<file path="src/rtl/regs_param.sv">
// Parametrised 2R/1W register file with byte enables, write bypass,
// optional hardwired zero entry and a one-entry-per-cycle bulk clear.
module regs_param #(
    parameter int DATA_W   = 32,
    parameter int ADDR_W   = 5,
    parameter int ZERO_REG = 1,
    parameter int BYPASS   = 1
) (
    input  logic              Clk,
    input  logic              Reset,
    input  logic [ADDR_W-1:0] R_Addr_A,
    input  logic [ADDR_W-1:0] R_Addr_B,
    output logic [DATA_W-1:0] R_Data_A,
    output logic [DATA_W-1:0] R_Data_B,
    input  logic [ADDR_W-1:0] W_Addr,
    input  logic [DATA_W-1:0] W_Data,
    input  logic [DATA_W/8-1:0] W_Byte_En,
    input  logic              Write_reg,
    input  logic              Clear_req,
    output logic              Busy,
    output logic              Write_drop
);

    localparam int DEPTH = 2 ** ADDR_W;
    localparam int NB    = DATA_W / 8;
    localparam logic [ADDR_W-1:0] LAST = '1;

    typedef enum logic {IDLE, CLEAR} state_t;

    state_t            state;
    logic [ADDR_W-1:0] cnt;
    logic [DATA_W-1:0] mem [DEPTH];

    function automatic logic [DATA_W-1:0] merge(
        input logic [DATA_W-1:0] old_word,
        input logic [DATA_W-1:0] new_word,
        input logic [NB-1:0]     en
    );
        logic [DATA_W-1:0] res;
        res = old_word;
        for (int b = 0; b < NB; b++) begin
            if (en[b]) res[8*b +: 8] = new_word[8*b +: 8];
        end
        return res;
    endfunction

    function automatic logic zero_hit(input logic [ADDR_W-1:0] addr);
        return (ZERO_REG != 0) && (addr == '0);
    endfunction

    logic write_ok;
    assign write_ok = Write_reg && (state == IDLE) && !zero_hit(W_Addr);

    function automatic logic [DATA_W-1:0] rd(input logic [ADDR_W-1:0] addr);
        logic [DATA_W-1:0] res;
        res = mem[addr];
        if (zero_hit(addr)) begin
            res = '0;
        end else if ((BYPASS != 0) && write_ok && (W_Addr == addr)) begin
            res = merge(mem[addr], W_Data, W_Byte_En);
        end
        return res;
    endfunction

    assign R_Data_A = rd(R_Addr_A);
    assign R_Data_B = rd(R_Addr_B);

    always_ff @(posedge Clk or posedge Reset) begin
        if (Reset) begin
            for (int i = 0; i < DEPTH; i++) mem[i] <= '0;
            state      <= IDLE;
            cnt        <= '0;
            Busy       <= 1'b0;
            Write_drop <= 1'b0;
        end else begin
            Write_drop <= 1'b0;
            unique case (state)
                IDLE: begin
                    if (write_ok) begin
                        mem[W_Addr] <= merge(mem[W_Addr], W_Data, W_Byte_En);
                    end
                    if (Clear_req) begin
                        state <= CLEAR;
                        cnt   <= '0;
                        Busy  <= 1'b1;
                    end
                end
                CLEAR: begin
                    mem[cnt]   <= '0;
                    Write_drop <= Write_reg && (|W_Byte_En);
                    if (cnt == LAST) begin
                        state <= IDLE;
                        cnt   <= '0;
                        Busy  <= 1'b0;
                    end else begin
                        cnt <= cnt + 1'b1;
                    end
                end
                default: state <= IDLE;
            endcase
        end
    end

endmodule

</file>
<file path="config.mk">
export PLATFORM = sky130hd
export DESIGN_NAME = regs_param
export DESIGN_NICKNAME = d
export VERILOG_FILES = /design/src/rtl/regs_param.sv
export SDC_FILE = /design/constraint.sdc
export NUM_CORES = 2
export LEC_CHECK = 0
export CORE_ASPECT_RATIO = 0.7
export CORE_UTILIZATION = 30
export DETAILED_ROUTE_END_ITERATION = 12
export SYNTH_ARGS = -nofsm -noshare
export SYNTH_HDL_FRONTEND = slang
export SYNTH_SLANG_ARGS = --single-unit
</file>
<file path="constraint.sdc">
create_clock -name Clk -period 75.1 [get_ports Clk]
set_input_delay 7.51 -clock Clk [delete_from_list [all_inputs] [get_ports Clk]]
set_output_delay 7.51 -clock Clk [all_outputs]
set_load 0.02 [all_outputs]
</file>
# ---- Word level (Yosys, flattened, before mapping)
# Cells that the tools add are included.
dict set report totals {
  rom_bits 0
  latchBits 0
  memories 0
  register_bits 1032
  ramBits 0
  out_inout_bits 66
  in_bits 55
}
dict set report op_classes {
  n_mux 50
  shift 0
  addsub 1
  div 0
  order_cmp 6
  n_eq_ne 6
  reduce_logical 13
  n_bitwise 7
  multipliers 0
}
# cell count
set op_table {}
lappend op_table {{$pmux 1024 s2} 1}
lappend op_table {{$and 1024x1024->1024} 1}
lappend op_table {{$bwmux 1024} 1}
lappend op_table {{$mux 1024} 1}
lappend op_table {{$not 1024->1024} 1}
lappend op_table {{$bmux 32 s5} 3}
lappend op_table {{$mux 32} 12}
lappend op_table {{$demux 32 s5} 2}
lappend op_table {{$mux 8} 20}
lappend op_table {{$ge 6x6->1 const B} 4}
lappend op_table {{$not 5->6} 4}
lappend op_table {{$logic_not 5->1} 3}
lappend op_table {{$lt 6x1->1 const B} 2}
lappend op_table {{$eq 5x5->1} 2}
lappend op_table {{$mux 5} 2}
lappend op_table {{$pmux 5 s2} 1}
lappend op_table {{$logic_and 1x1->1} 7}
lappend op_table {{$add 5x1->5 const B} 1}
lappend op_table {{$eq 5x5->1 const B} 1}
lappend op_table {{$mux 1} 5}
lappend op_table {{$ne 2x2->1 const B} 2}
lappend op_table {{$pmux 1 s2} 2}
lappend op_table {{$reduce_or 4->1} 1}
lappend op_table {{$ne 2x1->1 const B} 1}
lappend op_table {{3 further kinds} 3}

# ---- Logic depth before layout (Yosys ltp)
dict set report depth {
  ltp_word 10
  depth_mapped 13
  depth_no_buf 8
}

# ---- Least setup slack after synthesis
# OpenSTA, ideal clock, no wires.
dict set report synth_timing {
  path_kind {input to output}
  startpoint {input port W_Addr[1]}
  endpoint {output port R_Data_A[9]}
  arrival_ps 9837
  slack_ps 57753
  cell_stages 10
  t_required_ps 67590
  path_buffers 5
  cell_sequence {buf_2 -> buf_4 -> buf_6 -> buf_4 -> buf_6 -> xnor2_1 -> nand2_1 -> nor4_4 -> nor3_1 -> a211oi_1}
}
dict set report synth_between {
  elab_chain_cells 6
}
# element line
set synth_lines {}
lappend synth_lines {{start: declaration} 15} ;# input logic [ADDR_W-1:0] W_Addr,
lappend synth_lines {{$logic_not 5->1} 48} ;# return (ZERO_REG != 0) && (addr == '0);
lappend synth_lines {{$logic_not 1->1} 52} ;# assign write_ok = Write_reg && (state == IDLE) && !zero_hit(W_Addr);
lappend synth_lines {{$logic_and 1x1->1} 52}
lappend synth_lines {{$logic_and 1x1->1 (*)} 59} ;# end else if ((BYPASS != 0) && write_ok && (W_Addr == addr)) begin
lappend synth_lines {{$mux 32 (*)} 59}
lappend synth_lines {{$mux 32 (*)} 57} ;# if (zero_hit(addr)) begin
lappend synth_lines {{end: declaration} 13} ;# output logic [DATA_W-1:0] R_Data_A,
# Mark *: on every way between the ends. The rest lies on a longest branch, timed or not.

# ---- Worst setup path in the final report
dict set report layout_timing {
  startpoint {input port R_Addr_A[0]}
  endpoint {output port R_Data_A[2]}
}
dict set report layout_between {
  elab_chain_cells 7
}
# element line
set layout_lines {}
lappend layout_lines {{start: declaration} 11} ;# input logic [ADDR_W-1:0] R_Addr_A,
lappend layout_lines {{$not 5->6 (implied by the code)} {56, 60}}
lappend layout_lines {{$bmux 32 s5} {56, 60}}
lappend layout_lines {{$mux 32 (implied by the code) (2 in series)} {56, 60}}
lappend layout_lines {{$mux 8} 42} ;# if (en[b]) res[8*b +: 8] = new_word[8*b +: 8];
lappend layout_lines {{$mux 32} 59}
lappend layout_lines {{$mux 32 (*)} 57}
# Mark *: on every way between the ends. The rest lies on a longest branch, timed or not. The select of a mux whose other input is x is not followed.

==> results.txt <==
----------------------------------------------------
[Outcome]
  Result of the run ... finished, violations left
  Violations in the final reports ... max-capacitance violations

[Worst hold path]
  Classification of the worst-slack hold path ... flop to flop
  Cell depth of the worst min-delay path ... 1

[Synthesis]
  Count of warnings emitted by yosys ... 0
  Post-synth top area cell ... sky130_fd_sc_hd__dfrtp_1
  Post-synth top flop ... sky130_fd_sc_hd__dfrtp_1
  Cell Area, Synth ... 64600 um^2
  Distinct cells, synth ... 86
  Post-synthesis async set-or-reset flop share ... 1.00
  Average instance area after synthesis ... 11.8 um^2
  Number of flops mapped to enable cells by yosys ... 0
  Synthesized netlist cell count ... 5479
  Fraction of synthesized cell area taken by the top area cell type ... 0.400
  Number of storage elements in the synthesis netlist ... 1032
  Area contributors post-synth ... sky130_fd_sc_hd__dfrtp_1 (40%), sky130_fd_sc_hd__mux4_2 (17%), sky130_fd_sc_hd__a22o_1 (11%)
  Portion of the post-synthesis area used by sequential elements ... 0.400
  Net count after synthesis ... 5539

[Clock network]
  Buffers inserted by post-CTS timing repair ... 0
  Clock-pin transition on the worst setup and hold timing paths ... 0.06 ns
  Clock latency reported for the late side of the worst-skew pair ... 0.76 ns
  Buffer depth of the longest clock path ... 3
  Clock tree from TritonCTS ... done
  Hold Buf Count CTS ... 0
  Clock Tree Root ... sky130_fd_sc_hd__clkbuf_16
  CTS sink cnt ... 1032
  Post-cts resize count ... 0
  Num CTS Buffers ... 101
  H-Tree Level Count ... 3

[Placement]
  Post-detailed-placement cell area ... 68800 um^2
  Post-Place Worst Slack ... 54.71 ns
  Input/output buffers ... 120
  HPWL after DPL ... 215000 um
  RD Place Congestion ... 1.03

[Critical path]
  Peak fanout along the critical path ... 47
  Required @ worst endpoint ... 67.59 ns
  Critical Path End Type ... primary output
  Setup slack of the most critical reg-to-reg path ... 70.19 ns
  Length in cells of the worst reg-to-reg path ... 9
  Most numerous cell on the critical path ... sky130_fd_sc_hd__buf_4
  Critical path depth ... 11
  Buffers & Inverters on Critical Path ... 5
  Worst path max stage delay ... 0.77 ns
  Startpoint type of the worst setup path ... input port
  Critical Path Slowest Stage Cell ... sky130_fd_sc_hd__buf_4
  Crit path cell chain ... buf_8, buf_4, buf_4, buf_4, mux2i_1, a221oi_1, o21ai_0, a211oi_1, a21oi_1, o21ai_0, clkdlybuf4s50_1
  Critical path's top delay family ... buffers and inverters
  Setup CP Type ... input port to primary output
  Worst EP arrival ... 13.02 ns

[Floorplan]
  Floorplan core area ... 214000 um^2
  Site Rows ... 142
  Initial Util ... 0.302
  Die outline area ... 217000 um^2
  Floorplan die height ... 390 um
  Count of pins on the block boundary ... 121
  Die X ... 557 um

[Finish]
  Layout area overhead ... 12.0%
  Most common cell after layout, fill and taps aside ... sky130_fd_sc_hd__dfrtp_1
  Commonest cells after routing, fill and taps aside ... sky130_fd_sc_hd__dfrtp_1 (1032), sky130_fd_sc_hd__a22o_1 (828), sky130_fd_sc_hd__mux2i_1 (635)
  Final Net Count ... 5352
  Layout Cell Area excl Fill ... 72400 um^2
  Fraction of layout cells with a size suffix above 1 ... 0.201
  Number of filler cells placed in the layout ... 21.1k

[Drt]
  Initial DRC count ... 11.7k
  Wire length reported by the detailed router ... 355000 um
  Number of vias per cell after detailed routing ... 7.29
  Total via count in the routed design ... 60.4k
  DR DRC count ... 0
  Detailed-router iteration count before antenna repair ... 7
  Drt wl/cell ... 42.9 um
  Routed Antenna Nets ... 0

[STA]
  Part of the cycle the worst path needs ... 0.273
  Worst-Margin Slew ... 1.49 ns
  Final count of hold timing violations ... 0
  Post-route clock skew ... 0.0352 ns
  Clock period minus worst slack ... 20.53 ns
  RSZ-0062 raised after global routing ... false
  Maximum frequency from static timing analysis ... 0.0487 GHz
  Setup TNS ... 0 ns
  Endpoints failing setup ... 0
  Relative max-transition margin ... 0.00878
  Post-route setup slack ... 54.57 ns
  Slew Viols, Final ... 0

[Power and ir drop]
  Pwr dens ... 24.0 nW/um^2
  Power after layout ... 1.74 mW
  Leakage ... 30.4 nW
  Worst VDD drop ... 0.0000224 V

[Global routing]
  GR Layer Usage met1 ... 0.410
  First-pass GRT wire length ... 481000 um
  Initial antenna violation count ... 14
  All-layer global routing usage ... 0.318
  M2 GR Usage ... 0.383
  Met3 Track Usage GR ... 0.214
  Global route hottest layer ... met1
  Pin count of the biggest net entering global routing ... 175
  Via count of the first global-routing pass ... 56.1k
  Total congestion overflow ... 0

[Flow run]
  Max-Cap Viols ... 1

----------------------------------------------------
[logic make-up after synthesis]
group | Yosys count | share of synthesized area
AOI/OAI and AO/OA | 1816 | 0.216
muxes | 1135 | 0.269
DFF | 1032 | 0.400
and+or+nand+nor | 808 | 0.0614
buffers and inverters | 671 | 0.0512
xor gates and xnor gates | 12 | 0.00174
adders and majority gates | 5 | 0.000968
[registers in the layout, summed over array words and instances, names as in the netlist]
register / flops
mem: 1024
Busy: 1
cnt: 5
state: 1
Write_drop: 1
[layout make-up]
type / count / area (um^2) / area share
multi-input combinational: 3776 / 36300 / 0.501
clock inverter: 37 / 514 / 0.00710
clock buffer: 145 / 2970 / 0.0411
antenna: 29 / 72.6 / 0.00100
tap: 2880 / 3600 / 0.0498
inverter: 28 / 116 / 0.00161
timing repair buffer: 353 / 3020 / 0.0416
sequential: 1032 / 25800 / 0.357
[report_power, final]
group | leakage (nW) | total [mW] | internal [mW] | switching [mW]
Sequential | 14.3 | 0.701 | 0.622 | 0.0788
Clock | 1.73 | 0.563 | 0.310 | 0.253
Combinational | 14.3 | 0.473 | 0.171 | 0.301
Total | 30.4 | 1.74 | 1.10 | 0.633
[per-layer routing]
metal  share of wire  up-vias  routed length (um)
li1                -    21600                   -
met1            0.37    30700              130000
met2            0.36     6622              126000
met3            0.21     1458               73200
met4           0.070       27               25000
met5          0.0015        -                 522
[per-stage QoR]
| stage | util | hold WS, ns | cells |
|---|---|---|---|
| 2_1_floorplan | - | 0.477 | 5479 |
| 3_3_place_gp | 0.322 | 0.503 | 8068 |
| 3_5_place_dp | 0.322 | 0.503 | 8068 |
| 4_1_cts | 0.338 | 0.513 | 8250 |
| 5_1_grt | 0.338 | 0.541 | 8253 |
| 6_report | 0.338 | 0.517 | 8280 |
[worst paths after layout]
kind,start,end
setup / recovery,R_Addr_A[0],R_Data_A[2]
max in group asynchronous,Reset,mem[154]
hold / removal,state,Busy
min in group asynchronous,Reset,mem[483]
hold reg to reg,state,Busy
setup reg to reg,state,mem[648]
[worst reg2reg max path, stage by stage (launching register included)]
cell and delay, ns:
sky130_fd_sc_hd__dfrtp_1 0.41, sky130_fd_sc_hd__buf_4 0.26, sky130_fd_sc_hd__nor2b_1 0.72, sky130_fd_sc_hd__nand3_2 0.62, sky130_fd_sc_hd__nor3_4 1.34, sky130_fd_sc_hd__buf_4 0.59
sky130_fd_sc_hd__nor2_1 0.11, sky130_fd_sc_hd__buf_4 0.28, sky130_fd_sc_hd__o21ai_0 0.25, sky130_fd_sc_hd__o21ai_0 0.14
[cells in the mapped netlist, drive strengths merged (22+ instances only)]
| library cell | count |
|---|---|
| clkbuf | 310 |
| a221o | 50 |
| o211ai | 22 |
| a211oi | 24 |
| nor2 | 145 |
| nand2 | 327 |
| a31oi | 50 |
| o21ai | 286 |
| a21oi | 136 |
| a22oi | 70 |
| dfrtp | 1032 |
| a221oi | 137 |
| nor4 | 27 |
| nand3 | 66 |
| a22o | 828 |
| buf | 333 |
| mux4 | 482 |
| nand2b | 31 |
| o22ai | 89 |
| and3 | 32 |
| nor3 | 66 |
| and2 | 46 |
| inv | 22 |
| mux2i | 637 |
(Power assumes the default switching activity.)
